## src/rtl/sipo_pkg.sv

```systemverilog
// Shared types and helpers for the serial-in/parallel-out deserializer.
package sipo_pkg;

  typedef enum logic {IDLE = 1'b0, RUN = 1'b1} sipo_state_t;

  function automatic int cnt_width(input int w);
    return $clog2(w);
  endfunction

endpackage

```

## src/rtl/sipo_out_stage.sv

```systemverilog
// Single-entry valid/ready holding register for completed words.
module sipo_out_stage #(
  parameter int DATA_WIDTH = 16
) (
  input  logic                  clk,
  input  logic                  resetn,
  input  logic                  load,
  input  logic [DATA_WIDTH-1:0] load_data,
  input  logic                  dout_ready,
  output logic [DATA_WIDTH-1:0] dout,
  output logic                  dout_valid,
  output logic                  drop
);

  logic [DATA_WIDTH-1:0] r_dout;
  logic                  r_valid;

  // A new word is lost only when the held word is not leaving this cycle.
  assign drop = load && r_valid && !dout_ready;

  always_ff @(posedge clk) begin
    if (!resetn) begin
      r_dout  <= '0;
      r_valid <= 1'b0;
    end else if (load && (!r_valid || dout_ready)) begin
      r_dout  <= load_data;
      r_valid <= 1'b1;
    end else if (r_valid && dout_ready) begin
      r_valid <= 1'b0;
    end
  end

  assign dout       = r_dout;
  assign dout_valid = r_valid;

endmodule

```

## src/rtl/sipo_deserializer.sv

```systemverilog
// LSB-first serial-to-parallel receiver with start alignment, framing-error
// and overrun reporting; completed words leave through sipo_out_stage.
module sipo_deserializer
  import sipo_pkg::*;
#(
  parameter int DATA_WIDTH = 16
) (
  input  logic                  clk,
  input  logic                  resetn,
  input  logic                  din,
  input  logic                  din_valid,
  input  logic                  din_start,
  output logic [DATA_WIDTH-1:0] dout,
  output logic                  dout_valid,
  input  logic                  dout_ready,
  output logic                  overrun,
  output logic                  frame_err,
  output logic                  busy
);

  localparam int             CW   = cnt_width(DATA_WIDTH);
  localparam logic [CW-1:0]  LAST = CW'(DATA_WIDTH - 1);

  sipo_state_t           r_state, w_next_state;
  logic [CW-1:0]         r_bit_cnt, w_bit_cnt_next;
  logic [DATA_WIDTH-1:0] r_sh, w_sh_next, w_word;
  logic                  w_start, w_take, w_resync, w_complete, w_drop;
  logic                  r_overrun, r_frame_err;

  always_ff @(posedge clk) begin
    if (!resetn) begin
      r_state     <= IDLE;
      r_bit_cnt   <= '0;
      r_sh        <= '0;
      r_overrun   <= 1'b0;
      r_frame_err <= 1'b0;
    end else begin
      r_state     <= w_next_state;
      r_bit_cnt   <= w_bit_cnt_next;
      r_sh        <= w_sh_next;
      r_overrun   <= w_drop;
      r_frame_err <= w_resync;
    end
  end

  always_comb begin
    w_next_state   = r_state;
    w_bit_cnt_next = r_bit_cnt;
    w_sh_next      = r_sh;
    w_resync       = 1'b0;
    w_complete     = 1'b0;
    w_start        = din_valid && din_start;
    // In IDLE only a start bit is accepted; in RUN every valid bit is.
    w_take         = din_valid && ((r_state == RUN) || din_start);
    w_word         = {din, r_sh[DATA_WIDTH-1:1]};

    if (r_state == IDLE && w_start) begin
      w_next_state = RUN;
    end

    if (w_take) begin
      w_sh_next = w_word;
      if (w_start) begin
        // A start always wins, even on the last bit: the partial word is abandoned.
        w_bit_cnt_next = CW'(1);
        w_resync       = (r_bit_cnt != '0);
      end else if (r_bit_cnt == LAST) begin
        w_bit_cnt_next = '0;
        w_complete     = 1'b1;
      end else begin
        w_bit_cnt_next = r_bit_cnt + 1'b1;
      end
    end
  end

  sipo_out_stage #(
    .DATA_WIDTH (DATA_WIDTH)
  ) u_out_stage (
    .clk        (clk),
    .resetn     (resetn),
    .load       (w_complete),
    .load_data  (w_word),
    .dout_ready (dout_ready),
    .dout       (dout),
    .dout_valid (dout_valid),
    .drop       (w_drop)
  );

  assign overrun   = r_overrun;
  assign frame_err = r_frame_err;
  assign busy      = (r_bit_cnt != '0);

endmodule

```

## config.mk

```make
export PLATFORM = sky130hd
export DESIGN_NAME = sipo_deserializer
export DESIGN_NICKNAME = d
export VERILOG_FILES = /design/src/rtl/sipo_pkg.sv /design/src/rtl/sipo_out_stage.sv /design/src/rtl/sipo_deserializer.sv
export SDC_FILE = /design/constraint.sdc
export NUM_CORES = 1
export LEC_CHECK = 0
export ABC_CLOCK_PERIOD_IN_PS = 2400
export CAP_MARGIN = 0
export CORE_MARGIN = 4
export CORE_UTILIZATION = 52
export CTS_CLUSTER_SIZE = 12
export DETAILED_ROUTE_END_ITERATION = 16
export MAX_ROUTING_LAYER = met4
export PLACE_DENSITY = 0.78
export RECOVER_POWER = 100
export SETUP_SLACK_MARGIN = 0.3
export SKIP_CTS_REPAIR_TIMING = 1
export SYNTH_ARGS = -nofsm -noshare
export SYNTH_HDL_FRONTEND = slang
export SYNTH_SLANG_ARGS = --single-unit
export TNS_END_PERCENT = 20
```

## constraint.sdc

```tcl
create_clock -name clk -period 2.4 [get_ports clk]
set_clock_uncertainty 0.2 [all_clocks]
set_input_delay 0.72 -clock clk [delete_from_list [all_inputs] [get_ports clk]]
set_output_delay 0.72 -clock clk [all_outputs]
set_load 0.05 [all_outputs]
```

* Word-level counts from Yosys, hierarchy flattened
Cells that the tools add are included.
** Storage, ports and cells
- Flip-flop bits (word level) :: 40
** Cells by class
- Multiplexer cells :: 7
- $add $sub $neg :: 1
- Reduce and logical (&&, ||, !) cells :: 14
- Equality and inequality tests :: 1
- Bitwise operators :: 1
** Operators with widths (number)
- $mux W4 :: 2
- $logic_and A1 B1 Y1 :: 7
- $mux W1 :: 5
- $add A4 B1 Y4 const B :: 1
- $eq A4 B4 Y1 const B :: 1
- $reduce_bool A4 Y1 :: 1
- $reduce_and A3 Y1 :: 1
- $logic_not A1 Y1 :: 2
- $logic_or A1 B1 Y1 :: 2
- $reduce_bool A2 Y1 :: 1
- $not A1 Y1 :: 1

* Depth between registers and ports, before layout
- Depth in word-level cells :: 6
- Mapped depth :: 5

* By module
From an unflattened synthesis, not the netlist that was laid out.
** Second synthesis, totals
- Cells, all modules :: 182
- Area, all modules :: 1605.3 µm²
** By module, submodules not included
- sipo_deserializer :: cells each 107, area an instance 895.9 µm², instances 1
- sipo_out_stage :: cells each 75, area an instance 709.4 µm², instances 1

* Worst setup path after synthesis
Ideal clock, no wire load.
- Kind :: in2reg
- Start point :: input din_valid
- End point :: register u_out_stage.r_dout[0], in the netlist u_out_stage.dout[0]
- Path buffers :: 2
- Stages on the path :: 5
- Arrival time :: 1.716 ns
- Slack :: 0.413 ns
- Setup time :: 0.072 ns
- Required time :: 2.128 ns
- Cells stage by stage :: buf_4 nand4b_4 nor3_4 buf_12 mux2i_1
** Between the ends
- Cells in the longest elaborated chain, start to end :: 4
- Elaborated cells between the ends (all ways) :: 5
- Those cells by class :: mux: 2; reduce/logical: 3
** RTL lines
- start: declaration :: RTL line sipo_deserializer.sv:11 : input logic din_valid,
- $logic_and A1 B1 Y1 :: RTL line sipo_deserializer.sv:52 : w_start = din_valid && din_start;
- $mux W1 :: RTL line sipo_deserializer.sv:63 : if (w_start) begin
- $mux W1 * :: RTL line sipo_deserializer.sv:61 : if (w_take) begin
- $logic_and A1 B1 Y1 * :: RTL line sipo_out_stage.sv:25 : end else if (load && (!r_valid || dout_ready)) begin
- end signal: assignment :: RTL line sipo_out_stage.sv:26 : r_dout <= load_data;
- end: declaration :: RTL line sipo_out_stage.sv:15 : logic [DATA_WIDTH-1:0] r_dout;
Every way passes the cells marked *; elsewhere a longest branch is shown, timed or not.
A chain may end at the register's enable or synchronous reset.

* Final worst setup path
- Start point :: register r_bit_cnt[2]
- End point :: output busy
** Between the ends
- Cells in the longest elaborated chain, start to end :: 1
** RTL lines
- start: declaration :: RTL line sipo_deserializer.sv:25 : logic [CW-1:0] r_bit_cnt, w_bit_cnt_next;
- start signal: assignment :: RTL line sipo_deserializer.sv:39 : r_bit_cnt <= w_bit_cnt_next;
- $reduce_bool A4 Y1 :: RTL line sipo_deserializer.sv:91 : assign busy = (r_bit_cnt != '0);
- end: declaration :: RTL line sipo_deserializer.sv:18 : output logic busy
No other way between the ends.

==> summary.txt <==
Outcome
  – Status: finished, final reports clean

Routing
  – Post-route DRC violation count: 0
  – Via density: roughly 5.2
  – Wire length per cell: 12.34 um
  – Via count: about 1.2k
  – Antenna Nets Post-Route: 0
  – Iteration-0 DRC Markers: 76
  – Initial DRT Pass Iterations: 4
  – Final WL: between 2 and 3 mm

Synth
  – Syn Area/Cell: just under 9 um2
  – Post-synthesis net count: roughly 190
  – Most area-consuming cells after synthesis: dfxtp_1, nand2_1, mux2i_1
  – Post-synthesis register bit count: 39
  – Synth unique cells: 27
  – Sequential-to-total area share from yosys stat: 0.4864
  – Post-Synthesis Cell Area: around 1600 um2
  – Mapped Cells: 180
  – Yosys top cell area share: 0.4864
  – Post-synth top area cell: dfxtp_1
  – Warnings from Yosys: 0

Setup path
  – Worst Setup SP: r_bit_cnt[2]
  – Critical path's slowest cell: dfxtp_1
  – CP arrival: between 1 and 1.5 ns
  – Req. time, crit path: 1.48 ns
  – CP Max Fanout: 6
  – CP Class: register to primary output
  – Worst setup SP type: register
  – CP peak stage delay: around 0.4 ns
  – Worst setup EP type: primary output
  – Worst reg2reg path startpoint: r_bit_cnt[0]
  – Critical-path cell list: nor2_1 -> nand2_4 -> buf_12

Floorplan
  – Die area: around 4000 um2
  – Die X: 63.56 um
  – Core Area: 2853 um2
  – Starting Density: 0.5627
  – # rows: 19
  – Chip height: 63.56 um
  – I/O pins: 26

STA
  – Slew margin rel.: 0.5938
  – Fin. Hold Viols: 0
  – Final setup vio count: 0
  – Hold Worst Slack: approximately 0.26 ns
  – Unrepaired setup endpoints after global routing: true
  – Post-layout minimum cycle time: approximately 2.1 ns
  – Fmax: 0.4691 GHz
  – Crit share post-route: 0.8882
  – Worst slew pin tran: slightly above 0.6 ns
  – Slew Limit Fails: 0
  – Setup TNS: 0 ns

Finish
  – Inserted Diodes: 0
  – P&R area growth vs syn: 15.98%
  – Fillers: approximately 270
  – Final Net Count: between 200 and 250
  – Share of layout cells above drive strength 1: 0.1063
  – Storage element area: approximately 800 um2
  – Final Instance Area: between 1500 and 2000 um2
  – Area of the multi-input gates: around 740 um2
  – Finished Core Util: 0.6526

Clocking
  – CTS max path bufs: 2
  – CTS root buffer: clkbuf_4
  – TritonCTS clock tree: yes
  – Clock sink total: 39
  – CTS buffer count: 5
  – Htree depth: 2
  – Clock Pin Slew Worst Setup and Hold Paths: 0.11 ns
  – Worst-Skew Late Latency: 0.34 ns

Power and ir drop
  – Clock power frac: 0.310
  – Power Density: just under 600 nW/um2
  – Switching power: between 0.2 and 0.3 mW
  – Internal: 0.8251 mW
  – Peak VDD IR: roughly 0.43 mV
  – Flop pwr share: 0.611
  – Power, Total: about 1.1 mW
  – Net Sw Frac: 0.2340
  – Power share of the combinational group: 0.079
  – LEAKAGE: slightly above 0.6 nW

Job
  – Max-cap viol count: 0

Place
  – I/O Buffers: 25
  – DP HPWL: 1.959 mm
  – Dpl cell area: around 1900 um2
  – Gpl congestion: approximately 0.99

Global routing
  – GRT overflow: 0
  – First-pass GRT wire length: between 5 and 6 mm
  – Initial antenna violation count: 0
  – Largest net degree at the start of global routing: 57
  – All-Layer GR Usage: 0.1696
  – Vias in the first global route: roughly 1.3k

Worst hold path
  – Worst Hold Launch: u_out_stage.dout[6]
  – Hold WC Path Type: register to register
-- area by class of cell --
class	instances	area share
inverters	5	0.01008
clock inverters	1	0.002688
repair buffers	31	0.1183
flip-flops and latches	39	0.4220
clock buffers	6	0.02755
well taps	31	0.02083
multi-input cells	125	0.3985
-- worst paths after layout --
| check | to | slack (ns) | cells after the start |
|---|---|---|---|
| worst min-delay path | u_out_stage.dout[6] | 0.26 | 2 |
| worst max-delay path | busy | 0.27 | 3 |
| worst min register to register | u_out_stage.dout[6] | 0.26 | 2 |
| worst max register to register | u_out_stage.dout[9] | 0.64 | 5 |
-- metal layers --
| metal | global-route usage | up-vias | wire (um) |
|---|---|---|---|
| li1 | - | 645 | - |
| met1 | 0.1756 | 564 | 1323 |
| met2 | 0.2842 | 32 | 1415 |
| met3 | 0.06927 | 5 | 152 |
| met4 | 0.07008 | 0 | 44 |
| met5 | - | - | 0 |
-- cell families (layout without fill, tap and decap cells) --
| kind of cell | count (synthesis) | in the layout | synth area share |
|---|---|---|---|
| AO/OA/AOI/OAI | 26 | 26 | 0.1161 |
| buffers and inverters | 16 | 43 | 0.05456 |
| multiplexers | 16 | 16 | 0.09976 |
| AND/OR/NAND/NOR | 81 | 81 | 0.2276 |
| flip-flops | 39 | 39 | 0.4864 |
| adder cells (fa/ha/maj) | 2 | 2 | 0.01559 |
-- critical path, delay by kind of cell, from the launching register on --
family | cells | cell delay (ns)
DFF | 1 | 0.39
and+or+nand+nor | 2 | 0.34
buffers and inverters | 1 | 0.15
-- synthesized netlist by cell type --
library cell	n
a21boi_0	15
a21oi_1	2
a31oi_1	1
and2_1	1
and3_1	1
and3b_1	1
and4_2	1
buf_12	1
buf_4	3
clkbuf_1	7
dfxtp_1	39
ha_1	2
inv_1	5
mux2i_1	16
nand2_1	67
nand3_1	3
nand3b_1	1
nand4b_4	1
nor2_1	2
nor2b_1	2
nor3_4	1
o21a_1	2
o21ai_0	2
o21ai_1	1
o221a_2	1
o22ai_1	1
o311a_1	1
-- cells in the final DEF (no fill, tap or decap), types with 2 or more instances in the layout --
cell type and n:
clkbuf_1 20, clkdlybuf4s50_1 4, a21oi_1 2, buf_12 4
nand2_1 66, o21ai_0 2, nor2_1 2, inv_1 3
nand3_1 3, o21a_1 2, a21boi_0 15, clkbuf_4 5
mux2i_1 16, dfxtp_1 37, nor2b_1 2, buf_4 2
inv_2 2
-- power by group through the flow --
stage	registers (mW)	clock network, mW	logic, mW
5_1_grt	0.659	0.389	0.0920
3_5_place_dp	0.672	0	0.0824
2_1_floorplan	0.670	0	0.0489
3_3_place_gp	0.672	0	0.0810
6_report	0.658	0.334	0.0848
4_1_cts	0.658	0.353	0.0828
-- flip-flops by register name (all words and copies together) (netlist names) --
register                cells
r_bit_cnt                   4
r_state                     1
u_out_stage.dout           16
overrun                     1
r_sh                       15
u_out_stage.dout_valid      1
frame_err                   1
-- per-stage QoR --
step                      setup WS [ns]  instances
after global placement           0.1141        231
after global routing             0.1948        238
after CTS                      -0.04025        238
final                            0.2683        238
after floorplan                  0.4127        180
after detailed placement        0.05271        231
(Power assumes the default switching activity.)
